$ cat src/rtl/tl_ul_link_buffer.sv
// tl_ul_link_buffer: registered TileLink-UL link buffer between the core's
// master port (in_*) and the slave side observed by the protocol monitor (out_*).
//   A channel : in_a_* (master) -> FIFO -> out_a_* (slave)
//   D channel : out_d_* (slave) -> FIFO -> in_d_* (master)
// Every output (readies, valids, payload, counts) comes straight from a flop,
// so the monitor tap sees glitch-free signals.
// Ports: clock, reset (sync, active-high), A/D handshakes and payloads,
//   a_count/d_count occupancy, err_dup_src/err_bad_d/err_src tracker errors.
// Optional feature: define TL_LINK_BUF_INFLIGHT_CHK_EN to build the in-flight
//   source tracker; without it the error outputs are tied to 0.

// Generic registered FIFO: registered ready/valid, registered head payload.
// Ports: push_* (write side), pop_* (read side), count (occupancy).
module tl_ul_link_fifo #(
    parameter int DEPTH = 2,
    parameter int W     = 8,
    localparam int CW   = $clog2(DEPTH + 1),
    localparam int PW   = (DEPTH > 1) ? $clog2(DEPTH) : 1
) (
    input  logic          clock,
    input  logic          reset,
    input  logic          push_valid,
    output logic          push_ready,
    input  logic [W-1:0]  push_data,
    output logic          pop_valid,
    input  logic          pop_ready,
    output logic [W-1:0]  pop_data,
    output logic [CW-1:0] count
);
    logic [W-1:0]  mem [DEPTH];
    logic [PW-1:0] wr_ptr, rd_ptr, wr_inc, rd_inc, rd_next;
    logic [CW-1:0] count_next, after_pop;
    logic [W-1:0]  head_next;
    logic          push, pop;

    assign push = push_valid & push_ready;
    assign pop  = pop_valid & pop_ready;

    assign wr_inc  = (wr_ptr == PW'(DEPTH - 1)) ? '0 : wr_ptr + 1'b1;
    assign rd_inc  = (rd_ptr == PW'(DEPTH - 1)) ? '0 : rd_ptr + 1'b1;
    assign rd_next = pop ? rd_inc : rd_ptr;

    assign after_pop  = count - CW'(pop);
    assign count_next = after_pop + CW'(push);

    // The head register is preloaded with whatever entry sits at the next read
    // pointer. Only when the FIFO drains to empty in the same cycle as a push
    // does that entry not yet exist in mem, so the incoming data is taken.
    assign head_next = (push && after_pop == '0) ? push_data : mem[rd_next];

    always_ff @(posedge clock) begin
        if (push) mem[wr_ptr] <= push_data;
    end

    always_ff @(posedge clock) begin
        if (reset) begin
            wr_ptr     <= '0;
            rd_ptr     <= '0;
            count      <= '0;
            push_ready <= 1'b0;
            pop_valid  <= 1'b0;
            pop_data   <= '0;
        end else begin
            if (push) wr_ptr <= wr_inc;
            rd_ptr     <= rd_next;
            count      <= count_next;
            push_ready <= (count_next < CW'(DEPTH));
            pop_valid  <= (count_next != '0);
            pop_data   <= head_next;
        end
    end
endmodule

module tl_ul_link_buffer #(
    parameter int A_DEPTH = 2,
    parameter int D_DEPTH = 2,
    parameter int ADDR_W  = 32,
    parameter int DATA_W  = 32,
    parameter int SIZE_W  = 4,
    parameter int SRC_W   = 4,
    localparam int MASK_W = DATA_W / 8,
    localparam int ACW    = $clog2(A_DEPTH + 1),
    localparam int DCW    = $clog2(D_DEPTH + 1)
) (
    input  logic              clock,
    input  logic              reset,
    input  logic              in_a_valid,
    output logic              in_a_ready,
    input  logic [2:0]        in_a_opcode,
    input  logic [2:0]        in_a_param,
    input  logic [SIZE_W-1:0] in_a_size,
    input  logic [SRC_W-1:0]  in_a_source,
    input  logic [ADDR_W-1:0] in_a_address,
    input  logic [MASK_W-1:0] in_a_mask,
    input  logic [DATA_W-1:0] in_a_data,
    output logic              out_a_valid,
    input  logic              out_a_ready,
    output logic [2:0]        out_a_opcode,
    output logic [2:0]        out_a_param,
    output logic [SIZE_W-1:0] out_a_size,
    output logic [SRC_W-1:0]  out_a_source,
    output logic [ADDR_W-1:0] out_a_address,
    output logic [MASK_W-1:0] out_a_mask,
    output logic [DATA_W-1:0] out_a_data,
    input  logic              out_d_valid,
    output logic              out_d_ready,
    input  logic [2:0]        out_d_opcode,
    input  logic [1:0]        out_d_param,
    input  logic [SIZE_W-1:0] out_d_size,
    input  logic [SRC_W-1:0]  out_d_source,
    input  logic              out_d_sink,
    input  logic              out_d_denied,
    input  logic              out_d_corrupt,
    input  logic [DATA_W-1:0] out_d_data,
    output logic              in_d_valid,
    input  logic              in_d_ready,
    output logic [2:0]        in_d_opcode,
    output logic [1:0]        in_d_param,
    output logic [SIZE_W-1:0] in_d_size,
    output logic [SRC_W-1:0]  in_d_source,
    output logic              in_d_sink,
    output logic              in_d_denied,
    output logic              in_d_corrupt,
    output logic [DATA_W-1:0] in_d_data,
    output logic [ACW-1:0]    a_count,
    output logic [DCW-1:0]    d_count,
    output logic              err_dup_src,
    output logic              err_bad_d,
    output logic [SRC_W-1:0]  err_src
);
    localparam int AP_W = 6 + SIZE_W + SRC_W + ADDR_W + MASK_W + DATA_W;
    localparam int DP_W = 5 + SIZE_W + SRC_W + 3 + DATA_W;

    logic [AP_W-1:0] a_in, a_out;
    logic [DP_W-1:0] d_in, d_out;

    assign a_in = {in_a_opcode, in_a_param, in_a_size, in_a_source,
                   in_a_address, in_a_mask, in_a_data};
    assign {out_a_opcode, out_a_param, out_a_size, out_a_source,
            out_a_address, out_a_mask, out_a_data} = a_out;

    assign d_in = {out_d_opcode, out_d_param, out_d_size, out_d_source,
                   out_d_sink, out_d_denied, out_d_corrupt, out_d_data};
    assign {in_d_opcode, in_d_param, in_d_size, in_d_source,
            in_d_sink, in_d_denied, in_d_corrupt, in_d_data} = d_out;

    tl_ul_link_fifo #(.DEPTH(A_DEPTH), .W(AP_W)) u_a_fifo (
        .clock(clock), .reset(reset),
        .push_valid(in_a_valid), .push_ready(in_a_ready), .push_data(a_in),
        .pop_valid(out_a_valid), .pop_ready(out_a_ready), .pop_data(a_out),
        .count(a_count)
    );

    tl_ul_link_fifo #(.DEPTH(D_DEPTH), .W(DP_W)) u_d_fifo (
        .clock(clock), .reset(reset),
        .push_valid(out_d_valid), .push_ready(out_d_ready), .push_data(d_in),
        .pop_valid(in_d_valid), .pop_ready(in_d_ready), .pop_data(d_out),
        .count(d_count)
    );

`ifdef TL_LINK_BUF_INFLIGHT_CHK_EN
    logic [2**SRC_W-1:0] inflight;
    logic a_fire, d_fire, dup_hit, bad_hit;

    assign a_fire  = in_a_valid & in_a_ready;
    assign d_fire  = in_d_valid & in_d_ready;
    assign bad_hit = d_fire & ~inflight[in_d_source];
    // A response retiring the same source this cycle frees it before the new
    // request claims it, so that case is not a duplicate.
    assign dup_hit = a_fire & inflight[in_a_source]
                   & ~(d_fire && (in_d_source == in_a_source));

    always_ff @(posedge clock) begin
        if (reset) begin
            inflight    <= '0;
            err_dup_src <= 1'b0;
            err_bad_d   <= 1'b0;
            err_src     <= '0;
        end else begin
            // Set is written after clear so it wins on a same-source collision.
            if (d_fire) inflight[in_d_source] <= 1'b0;
            if (a_fire) inflight[in_a_source] <= 1'b1;
            if ((dup_hit || bad_hit) && !err_dup_src && !err_bad_d)
                err_src <= dup_hit ? in_a_source : in_d_source;
            if (dup_hit) err_dup_src <= 1'b1;
            if (bad_hit) err_bad_d   <= 1'b1;
        end
    end
`else
    assign err_dup_src = 1'b0;
    assign err_bad_d   = 1'b0;
    assign err_src     = '0;
`endif
endmodule

$ cat config.mk
export PLATFORM = sky130hd
export DESIGN_NAME = tl_ul_link_buffer
export DESIGN_NICKNAME = d
export VERILOG_FILES = /design/src/rtl/tl_ul_link_buffer.sv
export SDC_FILE = /design/constraint.sdc
export NUM_CORES = 1
export LEC_CHECK = 0
export BUFFER_PORTS_ARGS = -buffer_cell sky130_fd_sc_hd__buf_2
export CAP_MARGIN = 40
export CORE_ASPECT_RATIO = 0.7
export CORE_MARGIN = 8
export CORE_UTILIZATION = 50
export DETAILED_ROUTE_END_ITERATION = 16
export PLACE_DENSITY = 0.73
export SETUP_SLACK_MARGIN = 0.02
export SYNTH_ARGS = -nofsm -noshare
export SYNTH_HDL_FRONTEND = slang
export SYNTH_SLANG_ARGS = --single-unit
$ cat constraint.sdc
create_clock -name clock -period 6.87 [get_ports clock]
set_clock_uncertainty 0.15 [all_clocks]
set_input_delay 1.7175 -clock clock [delete_from_list [all_inputs] [get_ports clock]]
set_output_delay 1.7175 -clock clock [all_outputs]
set_load 0.05 [all_outputs]
### Word-level counts from Yosys, hierarchy flattened

Memories as Yosys holds them, arrays and structs flattened.
Cells that the tools add are included.

* register bits after elaboration: 142
* bits in writable memories: 260
* input port bits: 136
* output and inout port bits: 144
* logic and storage cells: 46
* memories: 2

* add/sub/neg operators: 8
* order comparisons: 2
* mux-type cells: 12
* bitwise logic cells: 4
* reduce and logical (&&, ||, !) cells: 6

Memories
* u_a_fifo.mem: depth 2, bits a word 82, read ports 1, clocked after memory_dff 0, wr ports 1, line 30 `logic [W-1:0] mem [DEPTH];`
* u_d_fifo.mem: depth 2, bits a word 48, read ports 1, clocked after memory_dff 0, wr ports 1, line 30

Operator list (count)
* 2-to-1 mux 82 bit: 1
* 2-to-1 mux 48 bit: 1
* 2-to-1 mux 1 bit: 10
* adder 1 bit (second input constant): 4
* adder 2 x 1 -> 2 bit: 2
* bitwise AND 1 bit: 4
* logical NOT 2 bit: 2
* less-than comparator 2 bit (second input constant): 2
* nonzero test 2 bit: 2
* subtractor 2 x 1 -> 2 bit: 2
* logical AND 1 bit: 2

### Depth between registers and ports, before layout

Gate-level depths: netlist of the first run.

* word-level depth: 5
* mapped depth: 7
* gate-level depth less buffers: 7

### Hierarchy

From an unflattened synthesis of the first run, not the netlist that was laid out.

* cell total of the unflattened synthesis: 1074
* area, all modules: 14754.2 µm²

By module, submodules not included
* tl_ul_link_fifo (u_a_fifo): instances 1, cells an instance 666, area an instance 9186.3 µm², sequential area each 6686.4 µm²
* tl_ul_link_fifo (u_d_fifo): instances 1, cells an instance 401, area an instance 5519.0 µm², sequential area each 3963.8 µm²
* tl_ul_link_buffer: instances 1, cells an instance 7, area an instance 48.8 µm², sequential area each 0.0 µm²

### Worst setup path before layout of the first run

Ideal clock, no wire load.

* path kind: in2reg
* start point: input in_a_valid
* end point: memory u_a_fifo.mem[0][0] in the netlist's numbering (enable)
* library setup time: 0.523 ns
* arrival: 5.262 ns
* data required time: 6.197 ns
* path slack: 0.935 ns
* cell stages on the path: 2
* path buffers: 0
* cells stage by stage: nand2_1 nor2_1

* longest elaborated chain between the ends: 3

RTL lines
* from (decl): line 87 `input logic in_a_valid,`
* bitwise AND 1 bit: line 36 `assign push = push_valid & push_ready;`
* 2-to-1 mux 1 bit: line 52 `if (push) mem[wr_ptr] <= push_data;`
* 2-to-1 mux 1 bit (not written as such): line 52
* to (decl): line 30

Every way passes these cells.

### Worst setup path after layout of the first run

* start point: input out_a_ready
* end point: register u_a_fifo.pop_data[64]

* longest elaborated chain between the ends: 5
* elaborated cells on any way between the ends: 7
* classes of those cells: add/sub (1); mux (2); bitwise (1); reduce/logical (2); memory (1)

RTL lines
* from (decl): line 97 `input logic out_a_ready,`
* bitwise AND 1 bit (*): line 37 `assign pop = pop_valid & pop_ready;`
* subtractor 2 x 1 -> 2 bit: line 43 `assign after_pop = count - CW'(pop);`
* logical NOT 2 bit: line 49 `assign head_next = (push && after_pop == '0) ? push_data : mem[rd_next];`
* logical AND 1 bit: line 49
* 2-to-1 mux 82 bit (*): line 49
* to (signal assigned): line 69 `pop_data <= head_next;`
* to (decl): line 27 `output logic [W-1:0] pop_data,`

Every way passes the cells marked *; elsewhere a longest branch is shown, timed or not.
A chain may end at the register's enable or synchronous reset.

==> qor.txt, run 1 <==
Clk sinks -> 402
Register bit total from synthesis -> 402
First-pass GRT wire length -> 55600 um
Die ar. -> 34600 um^2
Most frequent cells in the layout -> buf_2 (272), edfxtp_1 (260), dfxtp_1 (142), nor2_1 (134)
Xor and xnor area share after synthesis -> 0.00365
Final Hold Fails -> 0
Fraction of registers with async set/reset -> 0
Reg2reg end -> u_a_fifo.pop_data[64]
Leading cell type in the layout, fill and taps excluded -> buf_2
CTS tree -> done
Total CTS buffers -> 38
Min-delay src -> u_a_fifo.mem[1][77]
Fraction of the mapped netlist area in adder cells -> 0.00347
Synth top area cells -> edfxtp_1 (54%), dfxtp_1 (20%), a311oi_1 (7.9%)
Worst R2R Setup Slack -> 4.41 ns
Vias per cell -> 5.79
Worst hold path class -> reg2reg
Port bufs -> 273
Primary FF master, synth -> edfxtp_1
Max-Cap Viols -> 0
Endpoint, Worst Hold -> u_a_fifo.pop_data[77]
DR vias -> 9961
Mapped Area -> 14400 um^2
Simple-Gate Fraction of Synth Area -> 0.0881
Synth top area share -> 0.542
Worst reg2reg path depth -> 4
Largest net degree at the start of global routing -> 81
Post-CTS repair timing setup buffer count -> 0
Slew @ Worst Pin -> 0.806 ns
DRC violations left -> 0
Layout area overhead -> 19.9%
Sequential cell area -> 10700 um^2
CTS Root Cell -> clkbuf_16
Worst-path clk slew -> 0.06 ns
RSZ-0062 raised after global routing -> false
Cell taking the most area after synthesis -> edfxtp_1
Largest family of logic cells by synthesized area -> compound AO/OA/AOI/OAI gates
Clk_lat worst skew -> 0.53 ns
Critical path type -> in2reg
Layout Cells excl Fill -> 1721
Initial Util -> 0.503
Core box area -> 28600 um^2
Fin. max-slew vios -> 0
Cells after DPL -> 1647
Final core utilization -> 0.603
H-Tree Depth -> 2
Row count -> 52
Mux share of post-synthesis cell area -> 0
Status -> complete, no violations
Final min period -> 3.28 ns
Final period util -> 0.478
Max Freq -> 305 MHz
EDFF count, synth -> 260
Layout cells sized above 1 -> 0.271
Worst reg2reg startpoint -> u_a_fifo.pop_valid
Total GRT Usage -> 0.203
Worst VDD drop -> 316 uV
Number of unique standard cell types used by synthesis -> 31
Vias in the first global route -> 9750
Cells after Synth -> 1074
Die extent in x -> 219 um
Post-CTS sizing -> 0
WL final -> 36500 um
P per Cell Area -> 445 nW/um^2
Antenna Nets Post-Route -> 0
Ports -> 280
Fillers -> 2266
Final #Nets -> 1449
Hold_buf cts -> 0
Die H -> 158 um
Multi-input gate area -> 3300 um^2
CP Data Required Time -> 7.14 ns
Post-synthesis compound-gate area fraction -> 0.129
Routability congestion estimate -> 0.750
Setup violators final -> 0
YS warnings -> 0
Mean Syn Cell Area -> 13.4 um^2
Hold-critical path depth -> 2
Setup TNS -> 0 ns
Total grt overflow -> 0
Initial antenna violation count -> 7
CP startpoint kind -> input pin
CP endpoint kind -> flop
Pre-antenna DRT Iters -> 5
Detail Placement HPWL -> 21900 um
Sequential area share after synthesis -> 0.739
Iter 0 DRT Violations -> 1049
Critical Path AT -> 3.55 ns
Max_slew headroom -> 0.462
Clock Path Buffers -> 3
Leak -> 6.62 nW
Max FO, Critical Path -> 43
WL/cell -> 21.2 um
-- critical path: stages --
cell and delay [ns]:
buf_2 0.15, and3b_2 0.70, buf_4 0.48, o21ai_0 0.14, a311oi_1 0.33
-- registers in the layout, summed over array words and instances, names as in the netlist, 2 cells and up --
signal and flops:
u_a_fifo.count 2, u_a_fifo.mem 164, u_a_fifo.pop_data 82, u_d_fifo.count 2, u_d_fifo.mem 96, u_d_fifo.pop_data 48
-- where the power goes --
part | leakage, nW | switching (mW) | internal (mW) | total (mW)
clock network | 0.587 | 0.873 | 1.14 | 2.01
logic | 2.47 | 1.87 | 0.567 | 2.44
registers | 3.56 | 0.157 | 3.07 | 3.23
total | 6.62 | 2.90 | 4.78 | 7.69
-- how the worst max path moves through the flow --
stage                 from  cells past startpoint                    end  slack (ns)
2_1_floorplan   in_a_valid                      2     u_a_fifo.mem[0][0]        0.93
3_3_place_gp   out_a_ready                      5   u_a_fifo.pop_data[6]        2.97
3_5_place_dp   out_a_ready                      5  u_a_fifo.pop_data[64]        3.01
4_1_cts        out_a_ready                      5  u_a_fifo.pop_data[64]        3.57
5_1_grt        out_a_ready                      5  u_a_fifo.pop_data[74]        3.42
6_report       out_a_ready                      5  u_a_fifo.pop_data[64]        3.59
-- synth_stat cells, types with 2 or more instances --
cell,n
nor2b_1,4
and3_1,2
o21ai_1,17
a311oi_1,130
xor2_1,4
xnor2_1,2
nand3b_1,2
edfxtp_1,260
o21ai_0,113
nor2_1,136
o21bai_1,2
buf_1,6
a21bo_2,2
a21oi_1,2
buf_4,13
nand4b_1,2
clkbuf_2,10
dfxtp_1,142
clkbuf_1,45
nand3_1,130
nand2_1,2
ha_1,4
a21boi_2,2
inv_1,6
buf_2,29
and2_1,2
-- logic make-up after synthesis --
family | Yosys count
buffers and inverters | 111
other | 1
adders and majority gates | 4
AOI/OAI and AO/OA | 268
DFF | 402
xor gates and xnor gates | 6
and+or+nand+nor | 282
-- per-stage QoR --
| step | hold slack (ns) | cell area (um^2) | power (mW) | worst slack [ns] |
|---|---|---|---|---|
| 4_1_cts | 0.396 | 17300 | 7.76 | 3.57 |
| 6_report | 0.400 | 17300 | 7.69 | 3.59 |
| 5_1_grt | 0.411 | 17300 | 8.03 | 3.42 |
| 3_5_place_dp | 0.389 | 16100 | 5.73 | 3.01 |
| 2_1_floorplan | 0.343 | 14400 | 5.06 | 0.935 |
| 3_3_place_gp | 0.380 | 15900 | 5.65 | 2.97 |
-- routing by layer --
layer  routed length (um)  global-route usage  up-vias
met5                   35                   0        -
met4                  898              0.0669        6
met3                 2880              0.0477       75
met2                17400               0.321      394
met1                15300               0.273     4922
li1                     -                   -     4564
-- cell type report --
| type | count | area share |
|---|---|---|
| flip-flops and latches | 402 | 0.617 |
| clock buffers | 55 | 0.0647 |
| inverters | 6 | 0.00130 |
| repair buffers | 295 | 0.0933 |
| diodes | 5 | 0.000724 |
| clock inverters | 14 | 0.00507 |
| well taps | 378 | 0.0274 |
| multi-input cells | 566 | 0.191 |
Power figures use the tool's default switching activity.
==> run 2: changes to the inputs <==
Settings changed: ABC_AREA from default to 1, PLACE_DENSITY 0.73 to 0.72.
Clock period 6.87 ns to 3.25 ns, I/O delays scaled along.
==> run 2 against run 1 <==
  * Sequential share of layout area is 6.5 points lower
  * Final cell count grew 35%
  * Synthesized cell count up 50%
  * Via count up 16%
  * Hold slack got worse by 0.077 ns
  * Combinational power rose by 140%
  * Flip-flop and latch count stayed put
  * Clock power grew 120%
  * Power rose by 120%
  * Critical path type is now reg2out
  * Non-clock buffer count grew 9
==> qor.txt, run 2 <==
Sequential area share after synthesis -> 0.653 (-0.0858)
Slew @ Worst Pin -> 0.724 ns (-0.0818 ns)
Ports -> 280 (unchanged)
Die extent in x -> 232 um (+5.9%)
H-Tree Depth -> 2 (unchanged)
Max_slew headroom -> 0.517 (+0.0545)
Cells after Synth -> 1616 (+50%)
Layout Cells excl Fill -> 2330 (+35%)
Die ar. -> 38700 um^2 (+12%)
Leak -> 9.48 nW (+43%)
Leading cell type in the layout, fill and taps excluded -> nand2_1
Hold_buf cts -> 0 (unchanged)
Fin. max-slew vios -> 0 (unchanged)
RSZ-0062 raised after global routing -> false
Worst path slowest cell -> dfxtp_1
Largest net degree at the start of global routing -> 83 (+2.5%)
Status -> complete, no violations
Post-CTS repair timing setup buffer count -> 0 (unchanged)
CP endpoint kind -> primary output
Layout area overhead -> 18.5%
CP cell instances -> buf_2
Initial Util -> 0.506 (+0.00282)
Synth top area cells -> edfxtp_1 (48%), dfxtp_1 (17%), nand2_1 (9.5%)
Max FO, Critical Path -> 4 (-91%)
Total grt overflow -> 0 (unchanged)
Family with the most delay on the worst path -> flip-flops
Detail Placement HPWL -> 24400 um (+11%)
Routability congestion estimate -> 0.773 (+3.0%)
First-pass GRT wire length -> 64400 um (+16%)
Max reg flops -> 164 (unchanged)
Final #Nets -> 2003 (+38%)
Total GRT Usage -> 0.206 (+0.00363)
Setup violators final -> 0 (unchanged)
Most flop-heavy register -> u_a_fifo.mem
Number of unique standard cell types used by synthesis -> 22 (-29%)
EDFF count, synth -> 260 (unchanged)
CTS Root Cell -> clkbuf_16
Final min period -> 2.23 ns
YS warnings -> 0 (unchanged)
Critical Path AT -> 1.27 ns (-2.28 ns)
Design Power -> 16.6 mW (+120%)
Pre-antenna DRT Iters -> 5 (unchanged)
Worst Path Buf+Inv -> 1 (-1)
CTS tree -> done
Initial antenna violation count -> 10 (+3)
Clock Path Buffers -> 3 (unchanged)
Worst-path clk slew -> 0.06 ns (about the same)
Row count -> 55 (+5.8%)
Vias per cell -> 4.98 (-14%)
Count leader, synth -> nand2_1
Layout cells sized above 1 -> 0.196 (-0.0747)
Largest registers -> u_a_fifo.mem (164), u_d_fifo.mem (96), u_a_fifo.pop_data (82)
CP Data Required Time -> 2.29 ns (-4.85 ns)
Worst VDD drop -> 580 uV (+83%)
Clk sinks -> 402 (unchanged)
WL/cell -> 17.5 um (-18%)
Cell taking the most area after synthesis -> edfxtp_1
Synth top area share -> 0.479 (-0.0629)
DRC violations left -> 0 (unchanged)
P per Cell Area -> 862 nW/um^2 (+94%)
Cells after DPL -> 2248 (+36%)
Worst hold path class -> in2reg
Synth cell count leaders -> nand2_1 (411), inv_1 (278), nand3_1 (263)
WHS -> 0.323 ns (-0.0766 ns)
Total CTS buffers -> 40 (+5.3%)
Fraction of registers with async set/reset -> 0 (unchanged)
Mean Syn Cell Area -> 10.1 um^2 (-25%)
Max Freq -> 448 MHz
Dpl ws -> 0.596 ns (-2.42 ns)
Core box area -> 32200 um^2 (+12%)
Register bit total from synthesis -> 402 (unchanged)
Primary FF master, synth -> edfxtp_1
Worst Setup Slack, final -> 1.02 ns (-2.57 ns)
Setup TNS -> 0 ns (unchanged)
WL final -> 40700 um (+11%)
CP peak stage delay -> 0.42 ns (-0.28 ns)
Final Hold Fails -> 0 (unchanged)
Vias in the first global route -> 11800 (+21%)
Antenna Nets Post-Route -> 0 (unchanged)
Post-CTS sizing -> 0 (unchanged)
Iter 0 DRT Violations -> 993 (-5.3%)
Most frequent cells in the layout -> nand2_1 (406), inv_1 (278), buf_2 (273), nand3_1 (262), edfxtp_1 (260)
Die H -> 167 um (+5.7%)
Final period util -> 0.687
Max-Cap Viols -> 0 (unchanged)
DR vias -> 11600 (+16%)
Critical path type -> reg2out
Mapped Area -> 16300 um^2 (+13%)
Port bufs -> 273 (unchanged)
Clk_lat worst skew -> 0.53 ns (about the same)
CP startpoint kind -> flop
## run 2: cells by family (layout without fill, tap and decap cells)
logic type / Yosys count / in the layout / share of synthesized area
adder cells (fa/ha/maj): 4 / 4 / 0.00307
AND/OR/NAND/NOR: 820 / 820 / 0.240
buffers and inverters: 385 / 658 / 0.102
other: 1 / 15 / 0.000230
AO/OA/AOI/OAI: 4 / 4 / 0.00123
flip-flops: 402 / 402 / 0.653
## run 2: layout make-up
type / instances / area (um^2)
Tap cell: 427 / 534
Timing Repair Buffer: 304 / 1750
Clock inverter: 7 / 38.8
Antenna cell: 9 / 22.5
Sequential cell: 402 / 10700
Fill cell: 2721 / 12900
Multi-Input combinational cell: 834 / 4080
Inverter: 281 / 1060
Clock buffer: 66 / 1180
## run 2: metrics by stage
stage          area [um^2]  utilization
3_3_place_gp         18100        0.561
2_1_floorplan        16300            -
3_5_place_dp         18100        0.561
5_1_grt              19300        0.600
6_report             19300        0.600
4_1_cts              19300        0.599
## run 2: per-layer routing
layer	vias up	GRT usage	wire length (um)
met2	335	0.346	20200
met3	64	0.0402	2460
met1	5513	0.263	17100
li1	5684	-	-
met5	-	0	0
met4	0	0.0716	1030
## run 2: path summary, 6_finish.rpt
kind	from	to	slack, ns	cells after the start
hold reg to reg	u_a_fifo.mem[0][2]	u_a_fifo.pop_data[2]	0.38	4
setup reg to reg	u_a_fifo.pop_valid	u_a_fifo.pop_data[81]	1.17	10
hold / removal	in_a_address[28]	u_a_fifo.mem[0][64]	0.32	1
setup / recovery	u_d_fifo.count[1]	d_count[1]	1.02	1
## run 2: report_power, final
part / total [mW] / internal (mW) / switching [mW]
clock network: 4.35 / 2.48 / 1.86
registers: 6.55 / 6.28 / 0.272
logic: 5.74 / 1.37 / 4.37
total: 16.6 / 10.1 / 6.51
==> run 3: changes to the inputs <==
Settings changed: PLACE_DENSITY 0.72 to 0.75.
Clock period 3.25 ns to 2 ns, I/O delays scaled along.
==> run 3 against run 2 <==
  * Flip-flop and latch count did not move
  * Core utilization is 3.6 points higher
  * Clock power grew 71%
  * Global-route usage increased by 0.12 points
  * Largest power group unchanged
  * Clock-buffer cell count shrank 9
  * First-iteration DRC count is 3.6% higher
  * Die area unchanged
  * Power grew 68%
  * Sequential power increased by 62%
  * Final cell count increased by 4.0%
  * Non-clock buffer count increased by 97
  * Critical endpoint is now a_count[1]
  * Via count increased by 4.0%
==> qor.txt, run 3 (synthesis results as in run 2) <==
Status -> complete, no violations
GRT met3 Usage -> 0.0435 (+0.00323)
Max reg flops -> 164 (unchanged)
DR vias -> 12100 (+4.0%)
Largest registers -> u_a_fifo.mem (164), u_d_fifo.mem (96), u_a_fifo.pop_data (82)
Total grt overflow -> 0 (unchanged)
Clock Path Buffers -> 3 (unchanged)
Worst Path Buf+Inv -> 1 (unchanged)
Core box area -> 32200 um^2 (unchanged)
Design Power -> 28.0 mW (+68%)
CP cell instances -> buf_2
Final period util -> 0.961
Die extent in x -> 232 um (unchanged)
WL final -> 41400 um (+1.7%)
Fin. max-slew vios -> 0 (unchanged)
Total GRT Usage -> 0.207 (+0.00121)
CP endpoint kind -> primary output
Antenna Nets Post-Route -> 0 (unchanged)
Final core utilization -> 0.636 (+0.0362)
Met2 usage -> 0.338 (-0.00865)
Worst-path clk slew -> 0.07 ns (about the same)
Pre-antenna DRT Iters -> 5 (unchanged)
Die ar. -> 38700 um^2 (unchanged)
Hold-critical path depth -> 1 (unchanged)
Initial Util -> 0.506 (unchanged)
Worst hold path class -> in2reg
Sequential cell area -> 10700 um^2 (about the same)
Port bufs -> 273 (unchanged)
Max FO, Critical Path -> 4 (unchanged)
Layout cells sized above 1 -> 0.205 (+0.00864)
Met1 usage -> 0.263 (-0.000693)
WL/cell -> 17.1 um (-2.2%)
CTS Root Cell -> clkbuf_16
Vias per cell -> 4.98 (about the same)
Multi-input gate area -> 4090 um^2 (about the same)
Clk sinks -> 402 (unchanged)
Detail Placement HPWL -> 25600 um (+4.7%)
Critical Path Stages -> 1 (unchanged)
Total CTS buffers -> 39 (-2.5%)
Largest net degree at the start of global routing -> 61 (-27%)
Most frequent cells in the layout -> nand2_1 (404), inv_1 (278), buf_2 (273), nand3_1 (262), edfxtp_1 (260)
Initial antenna violation count -> 6 (-4)
Final min period -> 1.92 ns
CP peak stage delay -> 0.41 ns (about the same)
Max-Cap Viols -> 0 (unchanged)
H-Tree Depth -> 2 (unchanged)
Max Freq -> 520 MHz
CTS tree -> done
Most flop-heavy register -> u_a_fifo.mem
Routability congestion estimate -> 0.819 (+5.9%)
CP Data Required Time -> 1.35 ns (-0.94 ns)
Post-CTS sizing -> 0 (unchanged)
Iter 0 DRT Violations -> 1029 (+3.6%)
Vias in the first global route -> 12200 (+4.1%)
Leak -> 9.98 nW (+5.3%)
Row count -> 55 (unchanged)
Final Hold Fails -> 0 (unchanged)
Worst Setup Slack, final -> 0.0771 ns (-0.939 ns)
Die H -> 167 um (unchanged)
Worst VDD drop -> 999 uV (+72%)
Ports -> 280 (unchanged)
Most used routing layer -> met2
Final #Nets -> 2099 (+4.8%)
P per Cell Area -> 1370 nW/um^2 (+59%)
Setup TNS -> 0 ns (unchanged)
Dpl ws -> -0.155 ns (-0.750 ns)
Critical path type -> reg2out
Leading cell type in the layout, fill and taps excluded -> nand2_1
DRC violations left -> 0 (unchanged)
CP startpoint kind -> flop
Fillers -> 2546 (-6.4%)
Layout area overhead -> 25.7%
Worst reg2reg path depth -> 11 (+1)
RSZ-0062 raised after global routing -> true
First-pass GRT wire length -> 65300 um (+1.5%)
Family with the most delay on the worst path -> flip-flops
Worst path slowest cell -> dfxtp_1
Critical Path AT -> 1.27 ns (about the same)
Clk_lat worst skew -> 0.54 ns (about the same)
Setup violators final -> 0 (unchanged)
run 3: cell types whose count changed in the layout (fill, tap and decap cells not counted), sizes merged:
cell         previous run  this run
dlygate4sd3             0        74
buf                   304       327
diode                   9         6
clkbuf                 66        57
bufinv                  0         4
inv                   283       284
clkinvlp                0         3
run 3: repair_timing:
item | CTS | global route
hold buffers | 74 | 0
setup endpoints to repair | 0 | 2
setup buffers | 0 | 0
hold endpoints to repair | 140 | 0
run 3: per-stage QoR:
step | hold WS, ns | instances | area [um^2]
floorplan | 0.349 | 1621 | 16400
global placement | 0.352 | 2271 | 18400
detailed placement | 0.364 | 2271 | 18400
CTS | 0.000174 | 2417 | 20500
global route | 0.000849 | 2423 | 20500
finish | 0.0225 | 2423 | 20500
run 3: path summary, 6_finish.rpt:
check                     endpoint  slack, ns                 from
max                     a_count[1]       0.08    u_a_fifo.count[1]
min             u_d_fifo.mem[0][0]       0.02        out_d_data[0]
min reg2reg  u_a_fifo.pop_data[13]       0.37  u_a_fifo.mem[0][13]
max reg2reg  u_a_fifo.pop_data[60]       0.15   u_a_fifo.pop_valid
run 3: power by group:
part	total [mW]	internal [mW]	switching, mW
Clock	7.45	4.37	3.08
Sequential	10.6	10.2	0.438
Combinational	9.92	2.68	7.24
Total	28.0	17.3	10.8
run 3: layer usage:
metal | vias up | wire length [um] | part of all wire
met5 | - | 0 | 0
li1 | 5875 | - | -
met2 | 407 | 20000 | 0.48
met3 | 102 | 2600 | 0.063
met4 | 0 | 1680 | 0.041
met1 | 5671 | 17100 | 0.41
run 3: layout make-up:
type	count	share of cell area
sequential	402	0.520
timing repair buffer	401	0.139
multi-input combinational	834	0.200
inverter	281	0.0516
antenna	6	0.000733
clock inverter	15	0.00935
tap	427	0.0261
clock buffer	57	0.0539
